<file path="src/rtl/mem_arbiter.sv">
// mem_arbiter: shares one single-port synchronous word RAM between the RV32I
// core (instruction read, data read, data write) and a host port.
//
// Core priority is dw > dr > ir. The host wins when no core port requests, or
// when it has lost HOST_STARVE_LIMIT consecutive cycles; that forced grant
// preempts the core. A core port that requests but is not granted raises
// o_core_stall. The grant and the RAM drive are combinational. Read data
// returns the cycle after the grant, with the same latency as a bare RAM.
//
// Ports:
//   clk, rst_n                  clock, synchronous active-low reset
//   o_core_stall                core must not advance this cycle
//   i_ir_* / o_ir_data          instruction read port
//   i_dr_* / o_dr_data          data read port
//   i_dw_*                      data write port
//   i_host_* / o_host_*         host request, accept, read return
//   o_oob_err                   1-cycle pulse after an out-of-range grant
//   o_ram_* / i_ram_rdata       RAM interface
//
// Optional build macro MEM_ARB_STATS_EN adds o_stat_stall_cycles and
// o_stat_host_forced, which are saturating event counters.
module mem_arbiter #(
  parameter int unsigned ADDR_WIDTH        = 12,
  parameter int unsigned HOST_STARVE_LIMIT = 8
) (
  input  logic                  clk,
  input  logic                  rst_n,
  output logic                  o_core_stall,
  input  logic                  i_ir_en,
  input  logic [31:0]           i_ir_addr,
  output logic [31:0]           o_ir_data,
  input  logic                  i_dr_en,
  input  logic [31:0]           i_dr_addr,
  output logic [31:0]           o_dr_data,
  input  logic                  i_dw_en,
  input  logic [31:0]           i_dw_addr,
  input  logic [31:0]           i_dw_data,
  input  logic                  i_host_valid,
  input  logic                  i_host_we,
  input  logic [31:0]           i_host_addr,
  input  logic [31:0]           i_host_wdata,
  output logic                  o_host_ready,
  output logic                  o_host_rvalid,
  output logic [31:0]           o_host_rdata,
  output logic                  o_oob_err,
  output logic                  o_ram_en,
  output logic                  o_ram_we,
  output logic [ADDR_WIDTH-1:0] o_ram_addr,
  output logic [31:0]           o_ram_wdata,
  input  logic [31:0]           i_ram_rdata
`ifdef MEM_ARB_STATS_EN
  ,
  output logic [31:0]           o_stat_stall_cycles,
  output logic [15:0]           o_stat_host_forced
`endif
);

  localparam int unsigned STARVE_W  = 8;
  localparam int unsigned OOB_SHIFT = ADDR_WIDTH + 2;
  localparam logic [STARVE_W-1:0] STARVE_MAX = STARVE_W'(HOST_STARVE_LIMIT);

  localparam logic [1:0] TAG_IR   = 2'd0;
  localparam logic [1:0] TAG_DR   = 2'd1;
  localparam logic [1:0] TAG_HOST = 2'd2;

  typedef enum logic [2:0] {
    SRC_NONE,
    SRC_DW,
    SRC_DR,
    SRC_IR,
    SRC_HOST
  } src_e;

  src_e                w_src;
  logic                w_forced;
  logic                w_gnt;
  logic                w_oob;
  logic                w_stall;
  logic                w_sel_rd;
  logic                w_sel_we;
  logic [31:0]         w_sel_addr;
  logic [31:0]         w_sel_wdata;
  logic [1:0]          w_tag;
  logic [31:0]         w_rdata;
  logic                w_unused_addr_lsb;

  logic                r_pend;
  logic [1:0]          r_tag;
  logic                r_oob;
  logic [STARVE_W-1:0] r_starve;
  logic [31:0]         r_ir_hold;
  logic [31:0]         r_dr_hold;
  logic [31:0]         r_host_hold;

  // Byte-offset bits never reach the word-addressed RAM.
  assign w_unused_addr_lsb = ^{i_ir_addr[1:0], i_dr_addr[1:0],
                               i_dw_addr[1:0], i_host_addr[1:0]};

  // A host that has lost the limit number of cycles takes the RAM outright.
  assign w_forced = i_host_valid && (r_starve == STARVE_MAX);

  // Grant selection: forced host, then dw > dr > ir, then an idle-core host.
  always_comb begin
    w_src = SRC_NONE;
    if (w_forced)          w_src = SRC_HOST;
    else if (i_dw_en)      w_src = SRC_DW;
    else if (i_dr_en)      w_src = SRC_DR;
    else if (i_ir_en)      w_src = SRC_IR;
    else if (i_host_valid) w_src = SRC_HOST;
  end

  // Mux the granted request onto a common access description.
  always_comb begin
    w_sel_rd    = 1'b0;
    w_sel_we    = 1'b0;
    w_sel_addr  = '0;
    w_sel_wdata = '0;
    w_tag       = TAG_IR;
    case (w_src)
      SRC_DW: begin
        w_sel_we    = 1'b1;
        w_sel_addr  = i_dw_addr;
        w_sel_wdata = i_dw_data;
      end
      SRC_DR: begin
        w_sel_rd   = 1'b1;
        w_sel_addr = i_dr_addr;
        w_tag      = TAG_DR;
      end
      SRC_IR: begin
        w_sel_rd   = 1'b1;
        w_sel_addr = i_ir_addr;
        w_tag      = TAG_IR;
      end
      SRC_HOST: begin
        w_sel_rd    = !i_host_we;
        w_sel_we    = i_host_we;
        w_sel_addr  = i_host_addr;
        w_sel_wdata = i_host_wdata;
        w_tag       = TAG_HOST;
      end
      default: ;
    endcase
  end

  assign w_gnt = (w_src != SRC_NONE);
  assign w_oob = w_gnt && ((w_sel_addr >> OOB_SHIFT) != '0);

  // An out-of-range grant still counts as a grant but never touches the RAM.
  assign o_ram_en    = w_gnt && !w_oob;
  assign o_ram_we    = o_ram_en && w_sel_we;
  assign o_ram_addr  = o_ram_en ? w_sel_addr[ADDR_WIDTH+1:2] : '0;
  assign o_ram_wdata = o_ram_we ? w_sel_wdata : '0;

  assign w_stall = (i_dw_en && (w_src != SRC_DW)) ||
                   (i_dr_en && (w_src != SRC_DR)) ||
                   (i_ir_en && (w_src != SRC_IR));

  assign o_core_stall = w_stall;
  assign o_host_ready = (w_src == SRC_HOST);

  // Returning read data; an out-of-range read returns zero.
  assign w_rdata = r_oob ? 32'd0 : i_ram_rdata;

  assign o_ir_data     = (r_pend && r_tag == TAG_IR)   ? w_rdata : r_ir_hold;
  assign o_dr_data     = (r_pend && r_tag == TAG_DR)   ? w_rdata : r_dr_hold;
  assign o_host_rdata  = (r_pend && r_tag == TAG_HOST) ? w_rdata : r_host_hold;
  assign o_host_rvalid = r_pend && (r_tag == TAG_HOST);
  assign o_oob_err     = r_oob;

  // Read tracking, hold registers and host starvation counter.
  always_ff @(posedge clk) begin
    if (!rst_n) begin
      r_pend      <= 1'b0;
      r_tag       <= TAG_IR;
      r_oob       <= 1'b0;
      r_starve    <= '0;
      r_ir_hold   <= '0;
      r_dr_hold   <= '0;
      r_host_hold <= '0;
    end else begin
      r_pend <= w_gnt && w_sel_rd;
      r_tag  <= w_tag;
      r_oob  <= w_oob;

      if (!i_host_valid || o_host_ready) begin
        r_starve <= '0;
      end else if (r_starve != STARVE_MAX) begin
        r_starve <= r_starve + STARVE_W'(1);
      end

      if (r_pend && r_tag == TAG_IR)   r_ir_hold   <= w_rdata;
      if (r_pend && r_tag == TAG_DR)   r_dr_hold   <= w_rdata;
      if (r_pend && r_tag == TAG_HOST) r_host_hold <= w_rdata;
    end
  end

`ifdef MEM_ARB_STATS_EN
  logic [31:0] r_stat_stall;
  logic [15:0] r_stat_forced;

  // Saturating event counters.
  always_ff @(posedge clk) begin
    if (!rst_n) begin
      r_stat_stall  <= '0;
      r_stat_forced <= '0;
    end else begin
      if (w_stall && (r_stat_stall != '1))   r_stat_stall  <= r_stat_stall + 32'd1;
      if (w_forced && (r_stat_forced != '1)) r_stat_forced <= r_stat_forced + 16'd1;
    end
  end

  assign o_stat_stall_cycles = r_stat_stall;
  assign o_stat_host_forced  = r_stat_forced;
`endif

endmodule

</file>
<file path="config.mk">
export PLATFORM = sky130hd
export DESIGN_NAME = mem_arbiter
export DESIGN_NICKNAME = d
export VERILOG_FILES = /design/src/rtl/mem_arbiter.sv
export SDC_FILE = /design/constraint.sdc
export NUM_CORES = 1
export LEC_CHECK = 0
export ABC_CLOCK_PERIOD_IN_PS = 3000
export CAP_MARGIN = 20
export CORE_AREA = 2 2 145 147
export CTS_CLUSTER_SIZE = 24
export DETAILED_ROUTE_END_ITERATION = 7
export DIE_AREA = 0 0 147 149
export GPL_TIMING_DRIVEN = 0
export HOLD_SLACK_MARGIN = 0.15
export PLACE_DENSITY = 0.6
export SYNTH_ARGS = -nofsm -noshare
export SYNTH_HDL_FRONTEND = slang
export SYNTH_SLANG_ARGS = --single-unit
</file>
<file path="constraint.sdc">
create_clock -name clk -period 3 [get_ports clk]
set_input_delay 0.45 -clock clk [delete_from_list [all_inputs] [get_ports clk]]
set_output_delay 0.45 -clock clk [all_outputs]
set_load 0.1 [all_outputs]
</file>
* Word level (Yosys, flattened, before mapping) *
Cells that the tools add are included.

word-level totals
  flip-flop bits (word level) = 108
  latch bits = 0
  memory bits (writable) = 0
  memory bits (read-only) = 0
  output and inout port bits = 146
  word-level logic and storage cells = 58
  memories = 0

cells by class
  add/subtract/negate cells = 1
  $mul = 0
  divide/modulo/power cells = 0
  order comparisons = 0
  equality and inequality tests = 11
  shifts and indexed selects = 0
  mux-type cells = 16
  bitwise logic cells = 1
  reductions and logical operators = 22

operators with widths
  cell                                                                   count
  32-bit 2-to-1 mux                                                      5
  32-bit case mux with 4 select lines                                    1
  32-bit case mux with 2 select lines                                    1
  32-bit nonzero test                                                    1
  3-bit 2-to-1 mux                                                       5
  12-bit 2-to-1 mux                                                      1
  1-bit logical AND                                                      11
  8-bit by 1-bit adder with 8-bit output, second input constant          1
  8-bit by 4-bit equality test with 1-bit output, second input constant  1
  8-bit by 4-bit != test with 1-bit output, second input constant        1
  3-bit by 2-bit equality test with 1-bit output, second input constant  2
  3-bit by 2-bit != test with 1-bit output, second input constant        2
  1-bit case mux with 2 select lines                                     2
  2-bit case mux with 2 select lines                                     1
  2-bit OR reduction                                                     2
  3-bit by 1-bit equality test with 1-bit output, second input constant  1
  3-bit equality test, second input constant                             1
  1-bit logical NOT                                                      3
  1-bit logical OR                                                       3
  3-bit by 1-bit != test with 1-bit output, second input constant        1
  3-bit nonzero test                                                     1
  2-bit by 1-bit equality test with 1-bit output, second input constant  1
  2-bit equality test, second input constant                             1
  2-bit logical NOT                                                      1
  1-bit NOT                                                              1

* Longest topological paths before layout *
  depth after elaboration = 13
  gate-level depth with buffers = 8

* Worst setup path before layout *
No wires, ideal clock.

  kind = flip-flop to output port
  from = register r_starve[0]
  to = output o_ram_wdata[0]
  arrival = 3.454 ns
  setup slack = -0.904 ns
  cell stages (with the launch flop) = 8
  path buffers = 1
  cell sequence = dfxtp_1 -> inv_1 -> ha_1 -> nor4b_4 -> a21boi_4 -> clkbuf_1 -> a22oi_1 -> nor3_1

between the ends
  cells in the longest elaborated chain, start to end = 11
  elaborated cells between the ends (all ways) = 17
  classes of those cells = eq/ne: 5; mux: 5; reduce/logical: 7

ends and longest elaborated chain
  what                                              line  source
  from (decl)                                       90    logic [STARVE_W-1:0] r_starve;
  from (signal assigned)                            189   r_starve <= r_starve + STARVE_W'(1);
  8-bit by 4-bit equality test with 1-bit output *  100   assign w_forced = i_host_valid && (r_starve == STARVE_MAX);
  1-bit logical AND *                               100
  3-bit 2-to-1 mux *                                105   if (w_forced) w_src = SRC_HOST;
  3-bit equality test (tied with other cells)       119   case (w_src)
  32-bit case mux with 4 select lines               119
  32-bit nonzero test                               147   assign w_oob = w_gnt && ((w_sel_addr >> OOB_SHIFT) != '0);
  1-bit logical AND                                 147
  1-bit logical NOT                                 150   assign o_ram_en = w_gnt && !w_oob;
  1-bit logical AND                                 150
  1-bit logical AND                                 151   assign o_ram_we = o_ram_en && w_sel_we;
  32-bit 2-to-1 mux *                               153   assign o_ram_wdata = o_ram_we ? w_sel_wdata : '0;
  to (decl)                                         49    output logic [31:0] o_ram_wdata,

Mark *: on every way between the ends. The rest lies on a longest branch, timed or not.

* Worst setup path after layout *
  from = input i_dr_addr[27]
  to = output o_ram_wdata[13]

between the ends
  cells in the longest elaborated chain, start to end = 7

ends and longest elaborated chain
  what                                 line  source
  from (decl)                          33    input logic [31:0] i_dr_addr,
  32-bit case mux with 4 select lines  119
  32-bit nonzero test                  147
  1-bit logical AND                    147
  1-bit logical NOT                    150
  1-bit logical AND                    150
  1-bit logical AND                    151
  32-bit 2-to-1 mux                    153

Every way passes these cells.

==> results.yml <==
setup_path:
  required_ns: 2.55
  cp_max_fo: 8
  worst_ep_arrival_time_ns: 2.49
  cpPeakStageDelay_ns: 0.54
  cpMaxStageDelayCell: "or4_4"
  crit_buf_inv: 4
  worst-setup-path-type: "in -> out"
  critical_path.cell_chain: "clkdlybuf4s50_1, or4_4, o21ai_4, nand3_4, buf_12, buf_16, nor3_4, buf_12"
  path_common_cell: "buf_12"
  endpoint_kind: "output pin"
  cp_top_family: "buffers and inverters"
  worstSetupStartpointType: "input pin"
global_routing:
  grt_first_pass_wirelength_um: 38000
  globalRouteTotalUtil_pct: 22.9
  first_global_vias: 6469
  grt_max_degree: 19
  antenna_found_initial: 4
  grt-ovfl-total: 0
pwr:
  total_power_w: 0.00409
  p_leak_nw: 4.18
  comb_power_share_pct: 34.0
  p_int_w: 0.00267
  power_switching_w: 0.00142
  p_seq_share_pct: 35.9
  pwr_density_cell_nw_per_um2: 377
  pwr-share-clk_pct: 30.2
  sw_frac_of_total_pct: 34.8
  ir_worst_vdd_mv: 0.295
synthesis:
  synth-compound-area-share_pct: 20.0
  ys_async_sr_fraction_pct: 0
  yosysWarnings: 0
  synthTopCellsByArea: "dfxtp_1 39%, and2_1 11%, o21ai_0 8.9%"
  synth.avg_cell_area_sq_um: 8.14
  yosys.area_share.simple_pct: 33.9
  syn_area_sq_um: 5480
  synth-adder-area-share_pct: 0.640
  synth-edff-count: 0
  synth-xor-area-share_pct: 1.12
  ys_seq_area_share_pct: 39.5
  synth_top_flop_cell: "dfxtp_1"
  muxShareOfSynthArea_pct: 0
  synth_fp_nets: 906
  ys_ff_latch: 108
  synth_top_family_by_area: "simple AND/OR/NAND/NOR gates"
  synth_top_area_share_pct: 39.5
  yosysTopAreaCell: "dfxtp_1"
  yosysUniqueCellTypes: 41
  synthCells: 673
floorplanning:
  start_util_pct: 26.6
  coreArea_sq_um: 20600
  dieArea_sq_um: 21900
  die_h_um: 149
  ios: 377
  die_w_um: 147
  num_rows: 53
timing:
  timing.hold.ws_ns: 0.554
  slew_headroom_pct: 32.3
  fmax_ghz: 0.340
  rsz0062_at_grt: "yes"
  maxSlewViolCount: 0
  finalClockSkew_ns: 0.00863
  tightest_slew_ns: 1.02
  finalCritPeriodShare_pct: 98.1
  min_period_ns: 2.94
  setup_viol: 0
  fin_tns_setup_ns: 0
  hold_viol: 0
placed_design:
  hpwl_um: 20900
  placed_area_sq_um: 9810
  port_buffers: 367
  place.gp.congestion: 0.833
  dp.cells: 1315
outcome:
  outcome: "complete, no violations"
hold_path:
  hp-class: "reg -> reg"
routing:
  routed_wl_um: 26000
  wl_per_cell_um: 19.2
  first_pass_iters: 5
  via_per_inst: 4.80
  dr.first_iter.drc_count: 239
  routed-via-count: 6498
  route.antenna.remaining_nets: 0
  drc_errors: 0
layout:
  drive_gt1_share_pct: 26.1
  fin_area_sq_um: 10900
  final_cells: 1355
  finalNetCount: 1304
  areaGrowthSynthToFinish_pct: 98.2
clocking:
  cts-root-buf: "clkbuf_16"
  clockBufferDepth: 2
  clk_pin_slew_ns: 0.07
  cts_tree: "built"
  cts_sinks: 108
  ctsHtreeMaxLevel: 3
  hold_buffers: 0
  clk-insertion-delay-late_ns: 0.35
  cts_buffers: 9
run:
  drv_cap: 0
-- synth_stat cells, types with 3 or more instances --
cell type,count
o21ai_2,3
nor3_2,29
a22oi_1,56
inv_1,6
and2_1,99
a21oi_1,13
buf_2,4
buf_4,5
or4_1,3
clkbuf_1,40
o21ai_0,97
nand4_1,3
nor3_1,5
dfxtp_1,108
xor2_1,5
buf_6,3
nor2_1,16
nand3b_1,3
nand2b_1,33
nand2_1,97
o21a_1,3
nand3_1,7
nor4_1,13
-- routing by layer --
metal	wire length, um	share of wire [%]	track usage, %	vias up
met2	14200	55	43.4	261
met5	0	0	0	-
met4	521	2.0	7.50	0
met3	1680	6.5	5.32	29
li1	-	-	-	3134
met1	9610	37	25.1	3074
-- cells in the final DEF (no fill, tap or decap), drive strengths merged, types with 4 or more instances in the layout --
master	Yosys	layout
nor3	34	34
clkdlybuf4s50	0	212
a22oi	56	56
dlymetal6s2s	0	9
nand4	4	4
o21ai	100	100
inv	6	7
a21oi	15	15
clkbuf	40	55
nor2	16	16
nand3	8	8
xor2	5	5
and2	99	99
clkdlybuf4s15	0	56
nor4	13	13
nand2	98	98
diode	0	4
dfxtp	108	108
buf	12	104
clkdlybuf4s18	0	10
nand2b	33	33
-- per-stage QoR --
stage / util (%) / setup WS (ns)
CTS: 51.4 / 0.000224
detailed placement: 47.7 / -1.22
floorplan: - / -0.697
finish: 52.8 / 0.0568
global route: 52.8 / -0.0832
global placement: 47.7 / -1.22
-- power groups by stage --
| stage | sequential, W | combinational, W | clock [W] |
|---|---|---|---|
| floorplan | 0.00151 | 0.000757 | 0 |
| global placement | 0.00150 | 0.00129 | 0 |
| detailed placement | 0.00150 | 0.00129 | 0 |
| CTS | 0.00147 | 0.00135 | 0.00127 |
| global route | 0.00147 | 0.00145 | 0.00132 |
| finish | 0.00147 | 0.00139 | 0.00123 |
-- worst register-to-register path, stage by stage, from the launching register on --
cell	delay, ns
dfxtp_4	0.35
inv_1	0.09
ha_4	0.13
nor4b_4	0.19
buf_6	0.18
a21boi_4	0.08
buf_12	0.14
o21ai_4	0.08
nand3_4	0.12
buf_12	0.17
buf_4	0.13
o21a_1	0.17
-- what timing repair did --
action | in CTS | in global routing
endpoints found under the setup margin | 145 | 95
gates cloned | 1 | 2
resized for setup | 749 | 155
setup buffers | 11 | 6
pin swaps | 7 | 26
-- sequential cells by signal, summed over array words and instances, names as in the netlist --
name         flops
r_pend           1
o_oob_err        1
r_ir_hold       32
r_starve         8
r_tag            2
r_host_hold     32
r_dr_hold       32
-- worst paths after layout --
| path | startpoint | end | slack, ns | cells past startpoint |
|---|---|---|---|---|
| worst max-delay path | i_dr_addr[27] | o_ram_wdata[13] | 0.06 | 8 |
| worst min-delay path | r_starve[7] | r_starve[7] | 0.55 | 2 |
| worst max register to register | r_starve[0] | o_oob_err | 1.09 | 11 |
| worst min register to register | r_starve[7] | r_starve[7] | 0.55 | 2 |
-- kinds of logic (layout without fill, tap and decap cells) --
group | count (synthesis) | after routing
AOI/OAI and AO/OA | 179 | 179
xor gates and xnor gates | 7 | 7
adders and majority gates | 3 | 3
buffers and inverters | 58 | 461
DFF | 108 | 108
other | 0 | 4
and+or+nand+nor | 318 | 318
-- final cells by class --
type / count / area, sq um
clock inverters: 6 / 71.3
inverters: 6 / 22.5
multi-input cells: 507 / 3560
plain buffers: 52 / 339
flip-flops and latches: 108 / 2170
diodes: 4 / 10.0
fillers: 1966 / 9700
repair buffers: 387 / 4100
well taps: 275 / 344
clock buffers: 10 / 239
No activity file was read; power rests on OpenSTA's default activity.
